===== config.mk =====
export PLATFORM = sky130hd
export DESIGN_NAME = matrix_stream_reader
export DESIGN_NICKNAME = d
export VERILOG_FILES = /design/src/rtl/matrix_pkg.sv /design/src/rtl/stream_fifo2.sv /design/src/rtl/matrix_stream_reader.sv
export SDC_FILE = /design/constraint.sdc
export NUM_CORES = 1
export LEC_CHECK = 0
export BUFFER_PORTS_ARGS = -buffer_cell sky130_fd_sc_hd__buf_2
export CORE_MARGIN = 2
export CORE_UTILIZATION = 59
export CTS_BUF_LIST = sky130_fd_sc_hd__clkbuf_2 sky130_fd_sc_hd__clkbuf_4 sky130_fd_sc_hd__clkbuf_8
export DETAILED_ROUTE_END_ITERATION = 8
export GPL_ROUTABILITY_DRIVEN = 0
export PLACE_DENSITY = 0.82
export SETUP_SLACK_MARGIN = 0.05
export SLEW_MARGIN = 20
export SYNTH_ARGS = -nofsm -noshare
export SYNTH_HDL_FRONTEND = slang
export SYNTH_SLANG_ARGS = --single-unit

===== constraint.sdc =====
create_clock -name clk -period 4.3 [get_ports clk]
set_clock_uncertainty 0.05 [all_clocks]
set_input_delay 0.645 -clock clk [delete_from_list [all_inputs] [get_ports clk]]
set_output_delay 0.645 -clock clk [all_outputs]
set_load 0.01 [all_outputs]

===== src/rtl/matrix_pkg.sv =====
// ============================================================================
// Module      : matrix_pkg
// Description : Shared matrix geometry constants and reader FSM state type.
// Revision    : 1.0 - initial release
// ============================================================================
`default_nettype none

package matrix_pkg;

  localparam int MAT_ROWS   = 10;
  localparam int MAT_COLS   = 10;
  localparam int MAT_ADDR_W = 4;

  typedef enum logic [1:0] {
    IDLE  = 2'd0,
    ISSUE = 2'd1,
    DRAIN = 2'd2,
    DONE  = 2'd3
  } state_t;

endpackage : matrix_pkg

`default_nettype wire


===== src/rtl/stream_fifo2.sv =====
// ============================================================================
// Module      : stream_fifo2
// Description : Two-entry FIFO holding packed {data,row,col,last} stream words.
//               Push and pop in the same cycle are allowed; flush empties it.
// Revision    : 1.0 - initial release
// ============================================================================
`default_nettype none

module stream_fifo2 #(
  parameter int W = 8
) (
  input  logic         clk,
  input  logic         rst_n,
  input  logic         i_flush,
  input  logic         i_push,
  input  logic         i_pop,
  input  logic [W-1:0] i_wdata,
  output logic [W-1:0] o_rdata,
  output logic [1:0]   o_count,
  output logic         o_empty,
  output logic         o_full
);

  logic [W-1:0] r_mem [2];
  logic         r_wptr;
  logic         r_rptr;
  logic [1:0]   r_count;
  logic         w_push;
  logic         w_pop;

  // A push into a full FIFO is only accepted when the head leaves that cycle.
  assign w_pop  = i_pop && (r_count != 2'd0);
  assign w_push = i_push && ((r_count != 2'd2) || w_pop);

  // Storage, pointers and occupancy; flush resets pointers but keeps old data.
  always_ff @(posedge clk or negedge rst_n) begin
    if (!rst_n) begin
      r_mem[0] <= '0;
      r_mem[1] <= '0;
      r_wptr   <= 1'b0;
      r_rptr   <= 1'b0;
      r_count  <= 2'd0;
    end else if (i_flush) begin
      r_wptr   <= 1'b0;
      r_rptr   <= 1'b0;
      r_count  <= 2'd0;
    end else begin
      if (w_push) begin
        r_mem[r_wptr] <= i_wdata;
        r_wptr        <= ~r_wptr;
      end
      if (w_pop) begin
        r_rptr <= ~r_rptr;
      end
      r_count <= r_count + {1'b0, w_push} - {1'b0, w_pop};
    end
  end

  assign o_rdata = r_mem[r_rptr];
  assign o_count = r_count;
  assign o_empty = (r_count == 2'd0);
  assign o_full  = (r_count == 2'd2);

endmodule : stream_fifo2

`default_nettype wire


===== src/rtl/matrix_stream_reader.sv =====
// ============================================================================
// Module      : matrix_stream_reader
// Description : Walks a ROWS x COLS matrix store in row-major order and emits
//               each entry on a valid/ready stream tagged with row, col, last.
// Revision    : 1.0 - initial release
// ============================================================================
`default_nettype none

module matrix_stream_reader
  import matrix_pkg::*;
#(
  parameter int DATA_WIDTH = 8,
  parameter int ROWS       = MAT_ROWS,
  parameter int COLS       = MAT_COLS,
  parameter int ADDR_W     = MAT_ADDR_W
) (
  input  logic                  clk,
  input  logic                  rst_n,
  input  logic                  i_start,
  input  logic                  i_abort,
  output logic                  o_en_ReadMat,
  output logic                  o_en_WriteMat,
  output logic [ADDR_W-1:0]     o_rowAddr,
  output logic [ADDR_W-1:0]     o_colAddr,
  input  logic [DATA_WIDTH-1:0] i_readData,
  output logic                  o_m_valid,
  input  logic                  i_m_ready,
  output logic [DATA_WIDTH-1:0] o_m_data,
  output logic [ADDR_W-1:0]     o_m_row,
  output logic [ADDR_W-1:0]     o_m_col,
  output logic                  o_m_last,
  output logic                  o_busy,
  output logic                  o_done
);

  localparam int ENTRY_W = DATA_WIDTH + 2 * ADDR_W + 1;
  localparam logic [ADDR_W-1:0] LAST_ROW = ADDR_W'(ROWS - 1);
  localparam logic [ADDR_W-1:0] LAST_COL = ADDR_W'(COLS - 1);

  state_t              r_state;
  state_t              w_state_nxt;
  logic [ADDR_W-1:0]   r_row;
  logic [ADDR_W-1:0]   r_col;
  logic                r_inflight;
  logic [ADDR_W-1:0]   r_tag_row;
  logic [ADDR_W-1:0]   r_tag_col;
  logic                r_tag_last;

  logic                w_issue;
  logic                w_accept_start;
  logic                w_at_end;
  logic                w_pop;
  logic [2:0]          w_occ;
  logic [1:0]          w_count;
  logic                w_empty;
  logic                w_full;
  logic [ENTRY_W-1:0]  w_wdata;
  logic [ENTRY_W-1:0]  w_head;

  assign w_pop          = !w_empty && i_m_ready;
  assign w_at_end       = (r_row == LAST_ROW) && (r_col == LAST_COL);
  assign w_accept_start = (r_state == IDLE) && i_start && !i_abort;

  // Occupancy after this edge: buffered words, plus the read landing now,
  // minus the word the consumer takes now. A new read is safe while this is < 2.
  assign w_occ = {1'b0, w_count} + {2'b00, r_inflight} - {2'b00, w_pop};

  // Next-state and issue decision; abort overrides everything.
  always_comb begin
    w_state_nxt = r_state;
    w_issue     = 1'b0;
    case (r_state)
      IDLE: begin
        if (i_start) begin
          w_state_nxt = ISSUE;
        end
      end
      ISSUE: begin
        if ((w_occ < 3'd2) && !w_full) begin
          w_issue = 1'b1;
          if (w_at_end) begin
            w_state_nxt = DRAIN;
          end
        end
      end
      DRAIN: begin
        if (w_occ == 3'd0) begin
          w_state_nxt = DONE;
        end
      end
      DONE: begin
        w_state_nxt = IDLE;
      end
      default: begin
        w_state_nxt = IDLE;
      end
    endcase
    if (i_abort) begin
      w_state_nxt = IDLE;
      w_issue     = 1'b0;
    end
  end

  // State register.
  always_ff @(posedge clk or negedge rst_n) begin
    if (!rst_n) begin
      r_state <= IDLE;
    end else begin
      r_state <= w_state_nxt;
    end
  end

  // Row/col walk counters; they park on the last entry so the address holds.
  always_ff @(posedge clk or negedge rst_n) begin
    if (!rst_n) begin
      r_row <= '0;
      r_col <= '0;
    end else if (w_accept_start) begin
      r_row <= '0;
      r_col <= '0;
    end else if (w_issue && !w_at_end) begin
      if (r_col == LAST_COL) begin
        r_col <= '0;
        r_row <= r_row + 1'b1;
      end else begin
        r_col <= r_col + 1'b1;
      end
    end
  end

  // Track the single outstanding read and the coordinates it was issued for.
  always_ff @(posedge clk or negedge rst_n) begin
    if (!rst_n) begin
      r_inflight <= 1'b0;
      r_tag_row  <= '0;
      r_tag_col  <= '0;
      r_tag_last <= 1'b0;
    end else begin
      r_inflight <= w_issue;
      if (w_issue) begin
        r_tag_row  <= r_row;
        r_tag_col  <= r_col;
        r_tag_last <= w_at_end;
      end
    end
  end

  assign w_wdata = {i_readData, r_tag_row, r_tag_col, r_tag_last};

  stream_fifo2 #(
    .W (ENTRY_W)
  ) u_fifo (
    .clk     (clk),
    .rst_n   (rst_n),
    .i_flush (i_abort),
    .i_push  (r_inflight),
    .i_pop   (w_pop),
    .i_wdata (w_wdata),
    .o_rdata (w_head),
    .o_count (w_count),
    .o_empty (w_empty),
    .o_full  (w_full)
  );

  assign o_en_ReadMat  = w_issue;
  assign o_en_WriteMat = 1'b0;
  assign o_rowAddr     = r_row;
  assign o_colAddr     = r_col;
  assign o_m_valid     = !w_empty;
  assign o_m_data      = w_head[ENTRY_W-1 -: DATA_WIDTH];
  assign o_m_row       = w_head[2*ADDR_W -: ADDR_W];
  assign o_m_col       = w_head[ADDR_W -: ADDR_W];
  assign o_m_last      = w_head[0];
  assign o_busy        = (r_state == ISSUE) || (r_state == DRAIN);
  assign o_done        = (r_state == DONE);

endmodule : matrix_stream_reader

`default_nettype wire


Yosys cells after proc, flatten, opt, wreduce, memory -nomap -nowiden:

Cells that the tools add are included.

* register bits after elaboration: 58
* word-level logic and storage cells: 90

* add/sub/neg operators: 6
* order comparisons: 4
* eq/ne operators: 11
* muxes and demuxes: 26
* bitwise logic cells: 5
* reductions and logical operators: 26

Operator list (count)
* $mux 17: 4
* $bwmux 34: 1
* $mux 4: 6
* $demux 17 s1: 1
* $mux 2: 6
* $ne 3x3->1 const B: 4
* $reduce_bool 2->1: 5
* $logic_and 1x1->1: 9
* $add 4x1->4 const B: 2
* $eq 4x4->1 const B: 2
* $pmux 2 s4: 1
* $mux 1: 7
* $eq 2x2->1 const B: 3
* $ge 2x2->1 const B: 2
* $logic_not 1->1: 4
* $logic_not 2->1: 2
* $not 1->2: 2
* $reduce_and 2->1: 2
* $reduce_and 4->1: 1
* $add 2x1->3: 1
* $logic_not 3->1: 1
* $lt 3x2->1 const B: 1
* $not 1->1: 3
* $sub 3x1->3: 1
* other kinds (6): 7

Longest topological paths before layout:

* depth after elaboration: 12
* depth in mapped cells: 13
* gate-level depth less buffers: 12

Hierarchy:

A second synthesis with hierarchy kept.

* cell total of the unflattened synthesis: 234
* area total of the unflattened synthesis: 2890.3 um2

By module, submodules not included
* stream_fifo2: times used 1, cells each 114, area an instance 1747.9 um2, sequential area each 950.9 um2
* matrix_stream_reader: times used 1, cells each 120, area an instance 1142.3 um2, sequential area each 500.5 um2

Least setup slack after synthesis:

No wires, ideal clock.

* path type: register to output
* start: register u_fifo.r_count[1], in the netlist u_fifo.o_count[1]
* end: output port o_en_ReadMat
* arrival: 2496 ps
* data required time: 3605 ps
* path slack: 1109 ps
* cell stages (with the launch flop): 11
* path through: dfrtp_1 > or2_2 > and2_1 > ha_1 > inv_1 > ha_1 > inv_1 > fa_1 > or2_1 > a21o_1 > clkinv_1

* word-level cells in the longest chain between the ends: 9
* elaborated cells between the ends (all ways): 12
* classes of those cells: add/sub (2); order compare (1); eq/ne (1); mux (3); reduce/logical (5)

RTL lines
* start: declaration: RTL line stream_fifo2.sv:27 `logic [1:0] r_count;`
* start signal: assignment: RTL line stream_fifo2.sv:55 `r_count <= r_count + {1'b0, w_push} - {1'b0, w_pop};`
* $logic_not 2->1: RTL line stream_fifo2.sv:61 `assign o_empty = (r_count == 2'd0);`
* $logic_not 1->1
* named net o_m_valid: RTL line matrix_stream_reader.sv:26 `output logic o_m_valid,`
* $logic_and 1x1->1: RTL line matrix_stream_reader.sv:60 `assign w_pop = !w_empty && i_m_ready;`
* $sub 3x1->3: RTL line matrix_stream_reader.sv:66 `assign w_occ = {1'b0, w_count} + {2'b00, r_inflight} - {2'b00, w_pop};`
* $lt 3x2->1: RTL line matrix_stream_reader.sv:79 `if ((w_occ < 3'd2) && !w_full) begin`
* $logic_and 1x1->1: RTL line matrix_stream_reader.sv:79
* $mux 1: RTL line matrix_stream_reader.sv:79
* $mux 1: RTL line matrix_stream_reader.sv:72 `case (r_state)`
* $mux 1: RTL line matrix_stream_reader.sv:98 `if (i_abort) begin`
* end: declaration: RTL line matrix_stream_reader.sv:21 `output logic o_en_ReadMat,`

The timed path passes the listed nets, and every way through them passes these cells.

Worst setup path in the final report:

* start: register u_fifo.r_count[1], in the netlist u_fifo.o_count[1]
* end: output port o_en_ReadMat

* word-level cells in the longest chain between the ends: 9
* elaborated cells between the ends (all ways): 12
* classes of those cells: add/sub (2); order compare (1); eq/ne (1); mux (3); reduce/logical (5)

RTL lines (RTL line)
* branches (longest 5 deep; another with $add 2x1->3)
* $logic_and 1x1->1 *: matrix_stream_reader.sv:79
* $mux 1 *: matrix_stream_reader.sv:79
* $mux 1 *: matrix_stream_reader.sv:72
* $mux 1 *: matrix_stream_reader.sv:98

Every way passes the cells marked *.

==> reports/results.tsv <==
metric	value	unit
fin_area	3370	um^2
dieWidth	73.8	um
totalWireLength	5.33	mm
synth_area_per_cell	12.2	um^2
ios	43	
rsz0062_at_grt	false	
wl_met2	2.56	mm
synthCells	235	
cp_max_fo	25	
path_clk_slew	0.07	ns
antenna_found_initial	0	
synth_edf_count	0	
worst-setup-path-type	reg -> out	
hp-class	in -> async	
cts.sinks	58	
drv_cap	0	
start_util	0.608	
p_int	1.38	mW
setup_violations	0	
ys_ff_latch	58	
grt_overflow	0	
yosysWarnings	0	
clock_latency	0.34	ns
drive_gt1_frac	0.412	
firstDrtPassIters	4	
cts-buffers-inserted	9	
finalSetupTns	0	ns
fp.dieH	73.8	um
drcViolationCount	0	
max-slew-margin-rel	0.255	
cts_buffer_depth	2	
top_layer	met4	
portBuffers	41	
cts-root-buf	clkbuf_8	
die_area	5440	um^2
synth_area	2870	um^2
wire_per_inst	15.2	um
ys_seq_area_frac	0.505	
leakage	1.74	nW
core-area	4720	um^2
grt_first_pass_wirelength	8.67	mm
layout_commonest_cell	dfrtp_1	
cts_hold_buf	0	
min_period	3.91	ns
status	completed	
place_area	3120	um^2
swShare	0.311	
finalCritPeriodShare	0.910	
grt_max_degree	59	
dpl.hpwl	3.51	mm
route.met3.wl	235	um
power_density	595	nW/um^2
ant_nets	0	
cts_tree	built	
post_synth_num_cell_types	42	
tightest_slew	1.12	ns
synth_flop_cell	dfrtp_1	
irDropWorstVdd	342	uV
route.vias.total	1899	
p_sw	0.623	mW
syn_to_final_growth	17.2	%
layout_common_cells	dfrtp_1 (58), mux2_2 (41), buf_2 (41)	
max_freq	255	MHz
end_kind	output port	
diodes	0	
hold_viol	0	
rows	25	
clkPwrFrac	0.292	
grt_pass1_vias	1844	
met1_length	2.43	mm
cp_data_arrival_time	3.22	ns
initialDrtViolationCount	111	
vias_per_cell	5.41	
syn_nets	261	
maxSlewViolCount	0	
final_net_count	305	
grt.total_usage	0.217	
cts_max_level	3	
worstPathRequired	3.61	ns
cp-start-kind	flop	
combPwrFrac	0.323	
seqPwrFrac	0.385	
cts_setup_buffers	0	
synthArstFlopShare	1.00	
==> cell usage after synthesis (all sizes together) (4+ instances only) <==
cell type | instances | area (um^2)
inv | 13 | 48.8
ha | 12 | 150
mux2 | 51 | 612
dfrtp | 58 | 1450
nand3 | 4 | 25.0
nor2 | 6 | 22.5
buf | 7 | 45.0
a21oi | 6 | 30.0
nand2 | 28 | 105
o21ai | 8 | 40.0
==> critical path, cell delays in order, from the launching register on <==
cell and delay [ns]:
dfrtp_1 0.47, or2_2 0.33, and2_1 0.18, ha_1 0.27, inv_1 0.08, ha_1 0.14
inv_1 0.05, fa_1 0.44, or2_1 0.28, a21o_4 0.31, clkinvlp_4 0.17, buf_2 0.15
==> cells by family after synthesis <==
family                     synth area share
DFF                                   0.505
and+or+nand+nor                       0.105
muxes                                 0.220
AOI/OAI and AO/OA                    0.0636
buffers and inverters                0.0366
adders and majority gates            0.0592
xor gates and xnor gates            0.00915
other                               0.00131
==> through the flow <==
step	util	setup slack (ns)	hold WS (ns)	cells	power (mW)
2_1_floorplan	-	1.11	0.299	235	1.24
3_3_place_gp	0.660	0.434	0.431	335	1.40
4_1_cts	0.710	0.203	0.412	351	2.01
6_report	0.713	0.385	0.382	351	2.00
5_1_grt	0.713	0.212	0.448	351	2.13
3_5_place_dp	0.660	0.291	0.438	335	1.42
==> power groups by stage <==
stage | logic, mW | registers [mW] | clock network, mW
final | 0.648 | 0.772 | 0.585
after global routing | 0.714 | 0.789 | 0.623
after floorplan | 0.507 | 0.736 | 0
after detailed placement | 0.640 | 0.781 | 0
after CTS | 0.647 | 0.772 | 0.594
after global placement | 0.626 | 0.772 | 0
==> registers in the layout, indices dropped and copies added (netlist names) <==
| signal | flops |
|---|---|
| r_tag_col | 4 |
| u_fifo.r_mem | 34 |
| o_rowAddr | 4 |
| r_tag_last | 1 |
| o_colAddr | 4 |
| u_fifo.r_rptr | 1 |
| r_state | 2 |
| r_inflight | 1 |
| u_fifo.r_wptr | 1 |
| u_fifo.o_count | 2 |
| r_tag_row | 4 |
==> final timing paths <==
check / to / cells after the start / slack [ns] / start
setup / recovery: o_en_ReadMat / 11 / 0.39 / u_fifo.o_count[1]
hold / removal: u_fifo.r_mem[27] / 2 / 0.38 / rst_n
setup reg to reg: o_rowAddr[3] / 11 / 0.95 / u_fifo.o_count[1]
hold reg to reg: u_fifo.r_mem[16] / 1 / 0.45 / u_fifo.r_mem[16]
max in group asynchronous: o_rowAddr[1] / 2 / 3.34 / rst_n
min in group clk: u_fifo.r_mem[16] / 1 / 0.45 / u_fifo.r_mem[16]
==> final cells by class <==
class	count	area [um^2]
tap	67	83.8
timing repair buffer	42	213
inverter	14	56.3
sequential	58	1450
multi-input combinational	154	1320
fill	338	1360
clock buffer	12	165
clock inverter	4	72.6
==> per-layer routing <==
metal	GRT usage	up-vias
met3	0.0562	10
met1	0.275	932
met4	0.103	0
met5	0	-
li1	-	906
met2	0.346	51
==> what timing repair did <==
item,CTS,global route
cloned,0,0
endpoints found under the setup margin,1,1
resized for setup,1,2
(Power assumes the default switching activity.)
